## src/rtl/tdm_pkg.sv

```systemverilog
// rtl/tdm_pkg.sv - shared TDM link constants and types for mux and demux sides
package tdm_pkg;

    localparam int NUM_CH = 8;
    localparam int SLOT_W = 3;

    typedef logic [SLOT_W-1:0] slot_t;

    localparam slot_t LAST_SLOT = 3'd7;

    // Slot index advance; relies on the 3-bit width to wrap 7 -> 0.
    function automatic slot_t next_slot(input slot_t s);
        return s + 3'd1;
    endfunction

endpackage

```

## src/rtl/tdm_demux8_if.sv

```systemverilog
// rtl/tdm_demux8_if.sv - serial TDM input and parallel frame output bundle
interface tdm_demux8_if
    import tdm_pkg::*;
#(
    parameter int WIDTH = 1
);
    logic [WIDTH-1:0]        din;
    logic                    din_valid;
    logic                    frame_sync;
    logic [NUM_CH*WIDTH-1:0] dout;
    logic                    frame_valid;
    logic                    sync_err;
    logic                    locked;
    slot_t                   slot;

    modport master (
        output din, din_valid, frame_sync,
        input  dout, frame_valid, sync_err, locked, slot
    );

    modport slave (
        input  din, din_valid, frame_sync,
        output dout, frame_valid, sync_err, locked, slot
    );
endinterface

```

## src/rtl/tdm_slot_counter.sv

```systemverilog
// rtl/tdm_slot_counter.sv - wrapping slot counter with sync realignment and lock flag
module tdm_slot_counter
    import tdm_pkg::*;
(
    input  logic  clk,
    input  logic  rst_n,
    input  logic  accept,
    input  logic  sync,
    output slot_t slot,
    output logic  locked
);

    // A sync sample is always slot 0, so the next expected slot is 1;
    // without lock, unsynced samples are ignored and the count stays at 0.
    always_ff @(posedge clk) begin
        if (!rst_n) begin
            slot   <= '0;
            locked <= 1'b0;
        end else if (accept) begin
            if (sync) begin
                slot   <= 3'd1;
                locked <= 1'b1;
            end else if (locked) begin
                slot <= next_slot(slot);
            end
        end
    end

endmodule

```

## src/rtl/tdm_demux8.sv

```systemverilog
// rtl/tdm_demux8.sv - eight-channel TDM deserialiser with coherent frame publish
module tdm_demux8
    import tdm_pkg::*;
#(
    parameter int WIDTH = 1
) (
    input  logic          clk,
    input  logic          rst_n,
    tdm_demux8_if.slave   bus
);

    // Slots 0..6 are held here; slot 7 goes straight into dout with them.
    logic [NUM_CH-2:0][WIDTH-1:0] shadow;
    logic [NUM_CH*WIDTH-1:0]      dout_q;
    logic                         frame_valid_q;
    logic                         sync_err_q;
    slot_t                        slot;
    logic                         locked;
    logic                         accept;
    logic                         sync_acc;
    logic                         data_acc;
    logic                         complete;
    logic                         realign_err;

    assign accept      = bus.din_valid;
    assign sync_acc    = accept && bus.frame_sync;
    assign data_acc    = accept && !bus.frame_sync && locked;
    assign complete    = data_acc && (slot == LAST_SLOT);
    assign realign_err = sync_acc && locked && (slot != '0);

    tdm_slot_counter u_slot_counter (
        .clk    (clk),
        .rst_n  (rst_n),
        .accept (accept),
        .sync   (bus.frame_sync),
        .slot   (slot),
        .locked (locked)
    );

    // Capture each accepted sample into its slot of the shadow frame.
    always_ff @(posedge clk) begin
        if (!rst_n) begin
            shadow <= '0;
        end else if (sync_acc) begin
            shadow[0] <= bus.din;
        end else if (data_acc && (slot != LAST_SLOT)) begin
            shadow[slot] <= bus.din;
        end
    end

    // Publish the completed frame and raise the one-cycle status strobes.
    always_ff @(posedge clk) begin
        if (!rst_n) begin
            dout_q        <= '0;
            frame_valid_q <= 1'b0;
            sync_err_q    <= 1'b0;
        end else begin
            frame_valid_q <= complete;
            sync_err_q    <= realign_err;
            if (complete) begin
                dout_q <= {bus.din, shadow};
            end
        end
    end

    assign bus.dout        = dout_q;
    assign bus.frame_valid = frame_valid_q;
    assign bus.sync_err    = sync_err_q;
    assign bus.locked      = locked;
    assign bus.slot        = slot;

endmodule

```

## src/flat_wrapper.sv

```systemverilog
// flat-port wrapper written by rule: the top's interface ports become plain ports
module tdm_demux8_flat import tdm_pkg::*;
#(
    parameter int WIDTH = 1
)
  (clk, rst_n, bus_din, bus_din_valid, bus_frame_sync, bus_dout, bus_frame_valid, bus_sync_err, bus_locked, bus_slot);
  tdm_demux8_if #(.WIDTH(WIDTH)) bus_i ();
  input  logic clk;
  input  logic rst_n;
  input wire logic [$bits(bus_i.din)-1:0] bus_din;
  input wire logic [$bits(bus_i.din_valid)-1:0] bus_din_valid;
  input wire logic [$bits(bus_i.frame_sync)-1:0] bus_frame_sync;
  output wire logic [$bits(bus_i.dout)-1:0] bus_dout;
  output wire logic [$bits(bus_i.frame_valid)-1:0] bus_frame_valid;
  output wire logic [$bits(bus_i.sync_err)-1:0] bus_sync_err;
  output wire logic [$bits(bus_i.locked)-1:0] bus_locked;
  output wire logic [$bits(bus_i.slot)-1:0] bus_slot;
  assign bus_i.din = bus_din;
  assign bus_i.din_valid = bus_din_valid;
  assign bus_i.frame_sync = bus_frame_sync;
  assign bus_dout = bus_i.dout;
  assign bus_frame_valid = bus_i.frame_valid;
  assign bus_sync_err = bus_i.sync_err;
  assign bus_locked = bus_i.locked;
  assign bus_slot = bus_i.slot;
  tdm_demux8 #(.WIDTH(WIDTH)) u_core (.clk(clk), .rst_n(rst_n), .bus(bus_i));
endmodule
```

## config.mk

```make
export PLATFORM = sky130hd
export DESIGN_NAME = tdm_demux8_flat
export DESIGN_NICKNAME = d
export VERILOG_FILES = /design/src/rtl/tdm_pkg.sv /design/src/rtl/tdm_demux8_if.sv /design/src/rtl/tdm_slot_counter.sv /design/src/rtl/tdm_demux8.sv /design/src/flat_wrapper.sv
export SDC_FILE = /design/constraint.sdc
export NUM_CORES = 1
export LEC_CHECK = 0
export CORE_ASPECT_RATIO = 1.5
export CORE_MARGIN = 2
export CORE_UTILIZATION = 26
export CTS_CLUSTER_DIAMETER = 60
export DETAILED_ROUTE_END_ITERATION = 10
export GPL_TIMING_DRIVEN = 0
export PLACE_DENSITY = 0.44
export SETUP_SLACK_MARGIN = 0.1
export SYNTH_ARGS = -nofsm -noshare
export SYNTH_HDL_FRONTEND = slang
export SYNTH_SLANG_ARGS = --single-unit
```

## constraint.sdc

```tcl
create_clock -name clk -period 1.6 [get_ports clk]
set_input_delay 0.32 -clock clk [delete_from_list [all_inputs] [get_ports clk]]
set_output_delay 0.32 -clock clk [all_outputs]
set_load 0.05 [all_outputs]
```

Yosys cells after proc, flatten, opt, wreduce, memory -nomap -nowiden

Index checks and enable logic that the tools add are counted.
W data, S select, Z words.

Add/sub/neg operators: 1
Multiply operators: 0
Div/mod/pow operators: 0
Order comparisons: 2
Eq/ne operators: 2
Shift-type cells: 0
Mux-type cells: 7
Bitwise operators: 1
Reductions and logical operators: 15

Operator list:

| kind                  | number |
|---|---|
| $logic_and A1 B1 Y1   | 8 |
| $bwmux W7             | 1 |
| $mux W3               | 2 |
| $reduce_and A2 Y1     | 3 |
| $lt A3 B4 Y1 const B  | 1 |
| $reduce_bool A2 Y1    | 2 |
| $add A3 B1 Y3 const B | 1 |
| $demux W1 S3          | 1 |
| $eq A3 B3 Y1 const B  | 1 |
| $ge A3 B1 Y1 const B  | 1 |
| $mux W1               | 3 |
| $ne A3 B3 Y1 const B  | 1 |
| $reduce_bool A3 Y1    | 1 |
| $logic_not A1 Y1      | 1 |
| $not A1 Y1            | 1 |

Flip-flop bits (word level): 21
Bits in latches: 0
Bits in writable memories: 0
Memory bits (read-only): 0
Input port bits: 5
Output and inout bits: 14
Word-level logic and storage cells: 40
Memories kept: 0

Depth between registers and ports, before layout

Gate-level depths: netlist of the first run.

Depth after elaboration: 7
Depth in mapped cells: 6
Mapped depth without buffers: 5

Cells and area by module

A second synthesis of the first run with hierarchy kept.

Cell total of the unflattened synthesis: 91
Area total of the unflattened synthesis: 948.4 sq um

Modules (own cells, without submodules):

| module           | times used | cells each | area each (sq um) | sequential area each (sq um) |
|---|---|---|---|---|
| tdm_demux8       | 1          | 72         | 759.5             | 340.3 |
| tdm_slot_counter | 1          | 19         | 188.9             | 80.1 |

Worst setup path before layout of the first run

OpenSTA, ideal clock, no wires.

Path type: register to register
Start point: register u_core.u_slot_counter.slot[1]
End point: register u_core.shadow[0] (netlist bit)
Setup time: 0.072 ns
Arrival: 1.734 ns
Required time: 1.528 ns
Slack: -0.206 ns
Stages on the path, launching flop included: 6
Path buffers: 0
Period minus slack after synthesis: 1.806 ns
Cells stage by stage: dfxtp_1 ha_1 ha_1 and4bb_4 a32oi_1 mux2i_1

Word-level cells in the longest chain between the ends: 7
Elaborated cells on any way between the ends: 11
Those cells by class: 2 x order compare; 1 x eq/ne; 5 x mux; 3 x reduce/logical

RTL lines:

| element                                                                   | line                   | source |
|---|---|---|
| start, declared                                                           | tdm_slot_counter.sv:9  | `output slot_t slot,` |
| start signal, assigned                                                    | tdm_slot_counter.sv:24 | `slot <= next_slot(slot);` |
| $lt A3 B4 Y1 (implied by the code) / $ge A3 B1 Y1 (equally long branches) | tdm_demux8.sv:47       | `shadow[slot] <= bus.din;` |
| $logic_and A1 B1 Y1 (implied by the code)                                 | tdm_demux8.sv:47       |  |
| $mux W1 (implied by the code)                                             | tdm_demux8.sv:47       |  |
| $demux W1 S3                                                              | -                      |  |
| $bwmux W7                                                                 | tdm_demux8.sv:47       |  |
| $mux W1                                                                   | tdm_demux8.sv:46       | `end else if (data_acc && (slot != LAST_SLOT)) begin` |
| $mux W1                                                                   | tdm_demux8.sv:44       | `end else if (sync_acc) begin` |
| end signal, assigned by index                                             | tdm_demux8.sv:47       |  |
| end, declared                                                             | tdm_demux8.sv:13       | `logic [NUM_CH-2:0][WIDTH-1:0] shadow;` |

Several ways; a longest one is shown, not always the timed one. The select of a mux whose other input is x is not followed.
A chain may end at the register's enable or synchronous reset.

Worst setup path after layout of the first run

Start point: register u_core.u_slot_counter.slot[1]
End point: register u_core.shadow[2] (netlist bit)

Word-level cells in the longest chain between the ends: 5
Elaborated cells on any way between the ends: 9
Those cells by class: 2 x order compare; 1 x eq/ne; 3 x mux; 3 x reduce/logical

RTL lines:

| element                                                                   | line |
|---|---|
| $lt A3 B4 Y1 (implied by the code) / $ge A3 B1 Y1 (equally long branches) | tdm_demux8.sv:47 |
| $logic_and A1 B1 Y1 (implied by the code)                                 | tdm_demux8.sv:47 |
| $mux W1 (implied by the code)                                             | tdm_demux8.sv:47 |
| $demux W1 S3                                                              | - |
| $bwmux W7                                                                 | tdm_demux8.sv:47 |

Several ways; a longest one is shown, not always the timed one.

==> impl_results.rst, run 1 <==
.. list-table::
   :header-rows: 1

   * - Metric
     - Value
   * - Initial antenna violation count
     - 0
   * - Relative slew slack
     - 67.46%
   * - Max capacitance violation total
     - 0
   * - Combined area of all synthesized cells
     - 950.9 sq um
   * - Final routed DRC violation total
     - 0
   * - Total Routed Length
     - 1934 microns
   * - Met3 global-route usage
     - 1.901%
   * - Layout cell share with drive strength beyond 1
     - 21.31%
   * - YS warnings
     - 0
   * - CP Launch Type
     - register
   * - Internal portion of total power
     - 0.7352 mW
   * - Global-route wire length before repair
     - 3277 microns
   * - Total leakage power
     - 0.4996 nW
   * - Number of iterations in the first detailed-routing pass
     - 4
   * - Net switching power
     - 0.2419 mW
   * - Sum of negative setup slack
     - 0 ns
   * - Worst-case setup slack after placement
     - 0.04779 ns
   * - Synth-to-layout area growth
     - 33.42%
   * - RSZ-0062 raised after global routing
     - yes
   * - DR vias
     - 755
   * - TritonCTS clock tree
     - yes
   * - Final hold violations
     - 0
   * - Top cells by area, synth
     - dfxtp_1, nand2_1, mux2i_1, a21boi_1, ha_1
   * - Reg power frac
     - 54.3%
   * - Die boundary width
     - 53.38 microns
   * - Asr flop ratio synth
     - 0%
   * - Number of clock sinks
     - 21
   * - Data required time at the worst endpoint
     - 1.79 ns
   * - Number of H-tree levels
     - 1
   * - Synth cell types
     - 26
   * - Top-count cell post-synth
     - nand2_1
   * - Insertion delay of the later-clocked pin in the worst-skew pair
     - 0.26 ns
   * - Yosys top cell area share
     - 44.21%
   * - Quantity of I/O buffers inserted on ports
     - 16
   * - Pwr Density
     - 770.1 nW/um^2
   * - Min-delay worst type
     - in2reg
   * - Sw Share
     - 24.75%
   * - Root Buffer
     - clkbuf_8
   * - Core Area
     - 3448 sq um
   * - Hpwl dp
     - 1384 microns
   * - Highest fanout seen on the critical path
     - 5
   * - Drt first-iter violations
     - 11
   * - Highest ir drop seen on vdd
     - 388.3 uV
   * - Via density
     - 4.604
   * - Leading cell types by count after synthesis
     - nand2_1, dfxtp_1, a21boi_1
   * - Start-to-end type of the worst setup path
     - reg2reg
   * - Most Crowded Layer GR
     - met2
   * - Global-route met2 utilization
     - 17.04%
   * - Fraction of met1 tracks used by global routing
     - 13.05%
   * - Starting utilization of the core area
     - 27.58%
   * - Logic pwr share
     - 9.7%
   * - Post-detailed-route count of antenna-violating nets
     - 0
   * - Io pins
     - 19
   * - Detail-routed net length per standard cell
     - 11.79 microns
   * - Endpoint type of the worst setup path
     - register
   * - Power share of the clock group
     - 35.9%
   * - Status
     - finished clean
   * - Fillcell total
     - 384
   * - Max Clock Freq
     - 0.6671 GHz
   * - Die Area
     - 4167 sq um
   * - Total chip power
     - 0.9770 mW
   * - Clock period minus worst slack
     - 1.499 ns
   * - Setup skew after layout
     - 0.001465 ns
   * - Part of the Yosys area used for sequential elements
     - 44.21%
   * - Grt total ovfl
     - 0
   * - Synthesized instance count
     - 100
   * - Die Height
     - 78.07 microns
   * - Via count of the first global-routing pass
     - 716
   * - Clock-pin slew of the registers on the worst-case setup and hold paths
     - 0.08 ns
   * - Number of flops mapped to enable cells by yosys
     - 0
   * - Worst Max-Slew Pin Slew
     - 0.4900 ns
   * - Max Transition Viols Final
     - 0
   * - Maximum number of buffers from clock root to sink
     - 2
   * - Final setup fails
     - 0
   * - Biggest area consumer among synthesized cells
     - dfxtp_1
   * - Arr. time, crit path
     - 1.69 ns
   * - Final period utilization
     - 93.69%
   * - Clock buffers created by TritonCTS
     - 3
   * - Nets
     - 131
   * - Flip-flop and latch area
     - 430.4 sq um
   * - Gr usage total
     - 10.59%
   * - Antenna diode count
     - 0
   * - Number of standard-cell rows in the floorplan
     - 26
   * - Top flip-flop cell by instance count after synthesis
     - dfxtp_1
   * - Average footprint of a synthesized cell
     - 9.509 sq um
   * - Net Count, Synth
     - 108
   * - Multi-input combinational cell area
     - 539.3 sq um
   * - RD Place Congestion
     - 0.7894
   * - Register bit count reported by yosys
     - 21
   * - Worst Slack Setup Final
     - 0.1010 ns
   * - Largest net degree at the start of global routing
     - 13
==> power by group through the flow <==
stage / combinational [mW] / clock [mW] / sequential (mW)
6_report: 0.0950 / 0.351 / 0.531
3_3_place_gp: 0.0929 / 0 / 0.542
4_1_cts: 0.0918 / 0.374 / 0.530
5_1_grt: 0.104 / 0.384 / 0.532
2_1_floorplan: 0.0509 / 0 / 0.557
3_5_place_dp: 0.0925 / 0 / 0.543
==> cell families after synthesis <==
family                     synth area share (%)
and+or+nand+nor                           28.03
DFF                                       44.21
AOI/OAI and AO/OA                         11.19
buffers and inverters                     5.263
muxes                                     7.369
adders and majority gates                 3.948
==> cell type report <==
class	instances	share of cell area, %
sequential	21	33.92
inverter	3	0.8876
clock buffer	3	3.254
buffer	7	3.057
multi-input combinational	69	42.50
clock inverter	1	0.3945
tap	42	4.142
timing repair buffer	18	11.83
==> final timing paths <==
check	startpoint	to	slack, ns	cells after the start
setup reg to reg	u_core.u_slot_counter.slot[1]	u_core.shadow[2]	0.10	5
hold reg to reg	u_core.bus.dout[7]	u_core.bus.dout[7]	0.45	2
hold / removal	bus_frame_sync	u_core.bus.sync_err	0.34	3
setup / recovery	u_core.u_slot_counter.slot[1]	u_core.shadow[2]	0.10	5
==> repair_timing <==
action	4_1_cts	5_1_grt
setup endpoints to repair	22	16
buffers inserted	1	1
hold buffers	0	0
gates resized for setup	16	10
pin swaps	0	2
==> through the flow <==
step,utilization (%),area (sq um),cells,hold slack [ns]
final,36.79,1269,164,0.3389
after global routing,36.79,1269,164,0.3832
after CTS,35.34,1219,163,0.3312
after detailed placement,34.03,1174,158,0.4442
after global placement,34.03,1174,158,0.4427
after floorplan,-,960.9,100,0.4310
==> layout by cell type (no fill, tap or decap), drive strengths merged <==
master | Yosys | layout
mux2i | 7 | 7
a21oi | 2 | 2
and4bb | 1 | 1
and2 | 1 | 1
clkbuf | 2 | 7
nor4 | 3 | 3
nand3 | 1 | 1
dfxtp | 21 | 21
nor2 | 3 | 3
nand4 | 3 | 3
dlygate4sd2 | 0 | 12
buf | 5 | 7
a22oi | 1 | 1
and4b | 1 | 1
ha | 3 | 3
o21ai | 1 | 1
nor2b | 2 | 2
nand2 | 25 | 25
nand4bb | 1 | 1
nand4b | 2 | 2
clkdlybuf4s50 | 0 | 2
a32oi | 1 | 1
and3b | 1 | 1
o21a | 1 | 1
clkinv | 0 | 1
inv | 3 | 3
a21boi | 9 | 9
==> layer usage <==
metal | wire (microns) | up-vias | part of all wire, %
met2 | 976 | 16 | 50
li1 | - | 389 | -
met5 | 0 | - | 0
met4 | 31 | 0 | 1.6
met1 | 840 | 346 | 43
met3 | 85 | 4 | 4.4
==> sequential cells by signal, indices dropped and copies added, names as in the netlist <==
name / flops
u_core.shadow: 7
u_core.u_slot_counter.locked: 1
u_core.bus.frame_valid: 1
u_core.u_slot_counter.slot: 3
u_core.bus.sync_err: 1
u_core.bus.dout: 8
==> critical path, stage by stage, from the launching register on <==
cell	delay, ns
dfxtp_4	0.37
ha_4	0.16
ha_4	0.16
nand4bb_4	0.28
nor4_4	0.27
mux2i_1	0.20
(Power assumes the default switching activity.)
==> inputs of run 2 (changes only) <==
==> constraint.sdc (replaced) <==
create_clock -name clk -period 1.7 [get_ports clk]
set_input_delay 0.34 -clock clk [delete_from_list [all_inputs] [get_ports clk]]
set_output_delay 0.34 -clock clk [all_outputs]
set_load 0.05 [all_outputs]
==> run 2 against run 1 <==
Compared with the run above: utilization down 1.8 points; wire length grew 0.72%; die area unchanged; highest routed layer unchanged; cell count down 0.61%; worst hold slack better by 0.024 ns.
==> impl_results.rst, run 2 (synthesis gave the netlist of run 1 again) <==
.. list-table::
   :header-rows: 1

   * - Metric
     - Value
   * - Post-detailed-route count of antenna-violating nets
     - 0
   * - Maximum number of buffers from clock root to sink
     - 2
   * - Biggest cell delay along the critical path
     - 0.52 ns
   * - Relative slew slack
     - 67.45%
   * - Sum of negative setup slack
     - 0 ns
   * - Starting utilization of the core area
     - 27.58%
   * - Number of H-tree levels
     - 1
   * - Data required time at the worst endpoint
     - 1.36 ns
   * - Status
     - finished clean
   * - Nets
     - 130
   * - Largest register FFs
     - 8
   * - Min-delay worst type
     - in2reg
   * - TritonCTS clock tree
     - yes
   * - Most common cell after layout, fill and taps aside
     - nand2_1
   * - Die Area
     - 4167 sq um
   * - Hold slack final
     - 0.3630 ns
   * - Start-to-end type of the worst setup path
     - reg2out
   * - Number of standard-cell rows in the floorplan
     - 26
   * - Worst Max-Slew Pin Slew
     - 0.4902 ns
   * - Total leakage power
     - 0.4974 nW
   * - Number of clock sinks
     - 21
   * - Fillcell total
     - 393
   * - Highest-count cells in the layout ignoring fill and taps
     - nand2_1, dfxtp_1, dlygate4sd2_1
   * - Core Util, Final
     - 35.01%
   * - Drt first-iter violations
     - 6
   * - Pwr Density
     - 753.6 nW/um^2
   * - Max capacitance violation total
     - 0
   * - Slowest stage cell, crit path
     - clkdlybuf4s15_1
   * - Arr. time, crit path
     - 1.19 ns
   * - Highest ir drop seen on vdd
     - 397.6 uV
   * - Largest net degree at the start of global routing
     - 13
   * - Hpwl dp
     - 1489 microns
   * - Total Routed Length
     - 1948 microns
   * - Synth-to-layout area growth
     - 26.97%
   * - Final routed DRC violation total
     - 0
   * - Highest fanout seen on the critical path
     - 7
   * - Via density
     - 4.620
   * - RD Place Congestion
     - 0.8023
   * - Global-route wire length before repair
     - 3394 microns
   * - CP Launch Type
     - register
   * - Quantity of I/O buffers inserted on ports
     - 16
   * - CP delay by family, top
     - buffers and inverters
   * - Max Transition Viols Final
     - 0
   * - Die Height
     - 78.07 microns
   * - Number of iterations in the first detailed-routing pass
     - 4
   * - Setup skew after layout
     - 0.004277 ns
   * - DR vias
     - 753
   * - Final hold violations
     - 0
   * - Flip-flop and latch area
     - 426.7 sq um
   * - Max Clock Freq
     - 0.6537 GHz
   * - Layout cell share with drive strength beyond 1
     - 15.70%
   * - Critical path cell sequence
     - clkdlybuf4s15_1
   * - Crit path buf inv count
     - 1
   * - Root Buffer
     - clkbuf_8
   * - Gr usage total
     - 10.93%
   * - Final setup fails
     - 0
   * - Clock buffers created by TritonCTS
     - 3
   * - Total chip power
     - 0.9099 mW
   * - Hold Buf Count CTS
     - 0
   * - Die boundary width
     - 53.38 microns
   * - Clock period minus worst slack
     - 1.530 ns
   * - Initial antenna violation count
     - 0
   * - Endpoint type of the worst setup path
     - primary output
   * - Via count of the first global-routing pass
     - 747
   * - Detail-routed net length per standard cell
     - 11.95 microns
   * - Final period utilization
     - 89.99%
   * - Core Area
     - 3448 sq um
   * - Io pins
     - 19
   * - Antenna diode count
     - 0
   * - Grt total ovfl
     - 0
   * - Multi-input combinational cell area
     - 480.5 sq um
   * - Insertion delay of the later-clocked pin in the worst-skew pair
     - 0.26 ns
   * - Clock-pin slew of the registers on the worst-case setup and hold paths
     - 0.08 ns
   * - RSZ-0062 raised after global routing
     - no
## run 2: final timing paths
check | startpoint | to | slack [ns] | depth (start not counted)
min | bus_frame_sync | u_core.bus.sync_err | 0.36 | 3
min reg2reg | u_core.shadow[2] | u_core.bus.dout[2] | 0.45 | 2
max | u_core.u_slot_counter.slot[2] | bus_slot[2] | 0.17 | 1
max reg2reg | u_core.u_slot_counter.slot[1] | u_core.shadow[0] | 0.19 | 5
## run 2: layout make-up
class,count,area share (%)
plain buffers,7,3.212
clock buffers,3,3.420
clock inverters,1,0.4145
inverters,3,0.9326
multi-input cells,69,39.79
flip-flops and latches,21,35.34
well taps,42,4.352
repair buffers,17,12.54
## run 2: metrics by stage
step / cell area, sq um / setup WS (ns) / std cells
floorplan: 954.7 / 0.1281 / 100
global placement: 1167 / 0.1287 / 158
detailed placement: 1167 / 0.1247 / 158
CTS: 1196 / 0.1338 / 162
global route: 1207 / 0.1111 / 163
finish: 1207 / 0.1701 / 163
## run 2: metal layers
| layer | track usage, % | vias to the layer above | part of all wire (%) |
|---|---|---|---|
| met3 | 1.711 | 2 | 2.5 |
| met5 | 0 | - | 0 |
| met1 | 12.24 | 357 | 42 |
| met4 | 4.872 | 0 | 0.82 |
| met2 | 19.38 | 9 | 55 |
| li1 | - | 385 | - |
## run 2: timing repair
action                     CTS  global route
setup endpoints to repair   14            10
buffers inserted             0             1
resized for setup           14             2
## run 2: power by group
group          total [mW]  internal [mW]  leakage (nW)  switching (mW)
logic              0.0832         0.0310         0.301          0.0521
clock network       0.328          0.163        0.0255           0.165
registers           0.499          0.496         0.171         0.00313
total               0.910          0.690         0.497           0.220
==> inputs of run 3 (changes only) <==
--- a/config.mk
+++ b/config.mk
@@ -5,13 +5,12 @@
 export SDC_FILE = /design/constraint.sdc
 export NUM_CORES = 1
 export LEC_CHECK = 0
-export CORE_ASPECT_RATIO = 1.5
 export CORE_MARGIN = 2
-export CORE_UTILIZATION = 26
+export CORE_UTILIZATION = 49
 export CTS_CLUSTER_DIAMETER = 60
 export DETAILED_ROUTE_END_ITERATION = 10
 export GPL_TIMING_DRIVEN = 0
-export PLACE_DENSITY = 0.44
+export PLACE_DENSITY = 0.75
 export SETUP_SLACK_MARGIN = 0.1
 export SYNTH_ARGS = -nofsm -noshare
 export SYNTH_HDL_FRONTEND = slang
==> run 3 against run 2 <==
Compared with the run above: combinational power rose by 1%; clock skew rose by 0.0038 ns; largest power group unchanged; design area fell by 4.2%; setup slack got worse by 0.0023 ns.
==> impl_results.rst, run 3 (synthesis gave the netlist of run 1 again) <==
.. list-table::
   :header-rows: 1

   * - Metric
     - Value
   * - Fraction of met1 tracks used by global routing
     - 24.20%
   * - Core Util, Final
     - 64.84%
   * - Number of stages on the worst hold path
     - 3
   * - Most Crowded Layer GR
     - met2
   * - Number of standard-cell rows in the floorplan
     - 15
   * - RD Place Congestion
     - 0.7523
   * - Nets
     - 130
   * - Die Area
     - 2309 sq um
   * - Via count of the first global-routing pass
     - 682
   * - Final period utilization
     - 90.13%
   * - Hold endpoint
     - u_core.bus.sync_err
   * - Hpwl dp
     - 1380 microns
   * - Hold slack final
     - 0.3051 ns
   * - Clock-pin slew of the registers on the worst-case setup and hold paths
     - 0.12 ns
   * - RSZ-0062 raised after global routing
     - no
   * - Final routed DRC violation total
     - 0
   * - Grt total ovfl
     - 0
   * - Global-route wire length before repair
     - 2994 microns
   * - Io pins
     - 19
   * - Clock period minus worst slack
     - 1.532 ns
   * - CP Launch Type
     - register
   * - Met3 global-route usage
     - 3.396%
   * - Path depth of the worst reg2reg path
     - 5
   * - Worst reg2reg path endpoint
     - u_core.shadow[0]
   * - Startpoint of the worst hold path
     - bus_frame_sync
   * - Total chip power
     - 0.8305 mW
   * - Endpoint type of the worst setup path
     - primary output
   * - Die boundary width
     - 48.05 microns
   * - Final hold violations
     - 0
   * - Gr usage total
     - 19.26%
   * - Post-detailed-route count of antenna-violating nets
     - 0
   * - Number of clock sinks
     - 21
   * - Critical path cell sequence
     - dlygate4sd2_1
   * - Critical path depth
     - 1
   * - Start-to-end type of the worst setup path
     - reg2out
   * - Max capacitance violation total
     - 0
   * - Register-to-register setup slack
     - 0.18 ns
   * - Core Area
     - 1783 sq um
   * - Final setup fails
     - 0
   * - Min-delay worst type
     - in2reg
   * - Highest-count cells in the layout ignoring fill and taps
     - nand2_1, dfxtp_1, dlygate4sd2_1
   * - Flip-flop and latch area
     - 424.2 sq um
   * - Detail-routed net length per standard cell
     - 12.97 microns
   * - Largest net degree at the start of global routing
     - 13
   * - Worst Slack Setup Final
     - 0.1678 ns
   * - Setup skew after layout
     - 0.008084 ns
   * - Internal portion of total power
     - 0.6171 mW
   * - Total Routed Length
     - 1894 microns
   * - Starting utilization of the core area
     - 53.33%
   * - Power share of the clock group
     - 29.5%
   * - Antenna diode count
     - 0
   * - Slowest stage cell, crit path
     - dlygate4sd2_1
   * - Largest register FFs
     - 8
   * - Die Height
     - 48.05 microns
   * - Layout cell share with drive strength beyond 1
     - 17.36%
   * - Root Buffer
     - clkbuf_4
   * - Quantity of I/O buffers inserted on ports
     - 16
   * - Sum of negative setup slack
     - 0 ns
   * - Number of iterations in the first detailed-routing pass
     - 6
   * - Pwr Density
     - 718.3 nW/um^2
   * - DR vias
     - 779
   * - Arr. time, crit path
     - 1.19 ns
   * - Highest ir drop seen on vdd
     - 446.4 uV
   * - Biggest cell delay along the critical path
     - 0.53 ns
   * - Worst-case setup slack after placement
     - 0.1133 ns
   * - RR Startpoint
     - u_core.u_slot_counter.slot[1]
   * - Drt first-iter violations
     - 20
   * - Sw Share
     - 25.69%
   * - Relative slew slack
     - 67.54%
   * - Maximum number of buffers from clock root to sink
     - 2
   * - Multi-input combinational cell area
     - 480.5 sq um
   * - Max Transition Viols Final
     - 0
   * - Max Clock Freq
     - 0.6527 GHz
   * - CP delay by family, top
     - buffers and inverters
   * - Highest fanout seen on the critical path
     - 2
   * - Synth-to-layout area growth
     - 21.58%
   * - Insertion delay of the later-clocked pin in the worst-skew pair
     - 0.31 ns
   * - Number of H-tree levels
     - 1
   * - TritonCTS clock tree
     - yes
   * - Fillcell total
     - 164
   * - Hold Buf Count CTS
     - 0
   * - Reg power frac
     - 60.4%
   * - Status
     - finished clean
   * - Net switching power
     - 0.2134 mW
   * - Global-route met2 utilization
     - 31.47%
   * - Via density
     - 5.336
   * - Initial antenna violation count
     - 0
   * - Clock buffers created by TritonCTS
     - 3
   * - Total leakage power
     - 0.4858 nW
   * - Logic pwr share
     - 10.1%
   * - Most common cell after layout, fill and taps aside
     - nand2_1
   * - Worst Max-Slew Pin Slew
     - 0.4888 ns
   * - Crit path buf inv count
     - 1
   * - Data required time at the worst endpoint
     - 1.36 ns
==> run 3: cell count changes in the layout (fill, tap and decap cells not counted) <==
cell,before,now
clkdlybuf4s15_1,1,0
dfxtp_4,1,0
clkbuf_4,0,3
clkbuf_8,3,0
dfxtp_2,2,3
clkbuf_2,0,2
dlygate4sd2_1,13,12
==> run 3: worst max-delay path by stage <==
stage,from,to,slack (ns)
finish,u_core.bus.dout[1],bus_dout[1],0.17
global route,u_core.u_slot_counter.slot[1],u_core.shadow[0],0.10
CTS,u_core.u_slot_counter.slot[1],bus_slot[1],0.07
detailed placement,rst_n,u_core.shadow[5],0.11
global placement,u_core.u_slot_counter.slot[2],bus_slot[2],0.17
floorplan,u_core.u_slot_counter.slot[1],u_core.shadow[0],0.13
==> run 3: layout make-up <==
class / count / share of cell area (%)
clock buffers: 3 / 1.948
repair buffers: 17 / 12.34
multi-input cells: 69 / 41.56
clock inverters: 1 / 0.4329
flip-flops and latches: 21 / 36.69
inverters: 3 / 0.9740
well taps: 25 / 2.706
plain buffers: 7 / 3.355
==> run 3: metrics by stage <==
| stage | std cells | instance area, sq um |
|---|---|---|
| global placement | 141 | 1146 |
| floorplan | 100 | 954.7 |
| global route | 146 | 1156 |
| CTS | 145 | 1157 |
| detailed placement | 141 | 1146 |
| finish | 146 | 1156 |
==> run 3: repair_timing <==
item,in CTS,in global routing
pin swaps,0,0
setup buffers,0,1
setup endpoints to repair,14,10
gates resized for setup,15,3
==> run 3: power by group through the flow <==
| stage | Clock, mW | Combinational (mW) | Sequential, mW |
|---|---|---|---|
| after global placement | 0 | 0.0850 | 0.512 |
| after detailed placement | 0 | 0.0871 | 0.513 |
| after global routing | 0.278 | 0.0907 | 0.502 |
| after CTS | 0.254 | 0.0848 | 0.501 |
| final | 0.245 | 0.0842 | 0.501 |
| after floorplan | 0 | 0.0479 | 0.526 |
==> run 3: per-layer routing <==
layer,part of all wire [%],routed length (microns)
met4,2.0,38
met5,0,0
met3,3.9,73
met2,50,955
met1,44,826
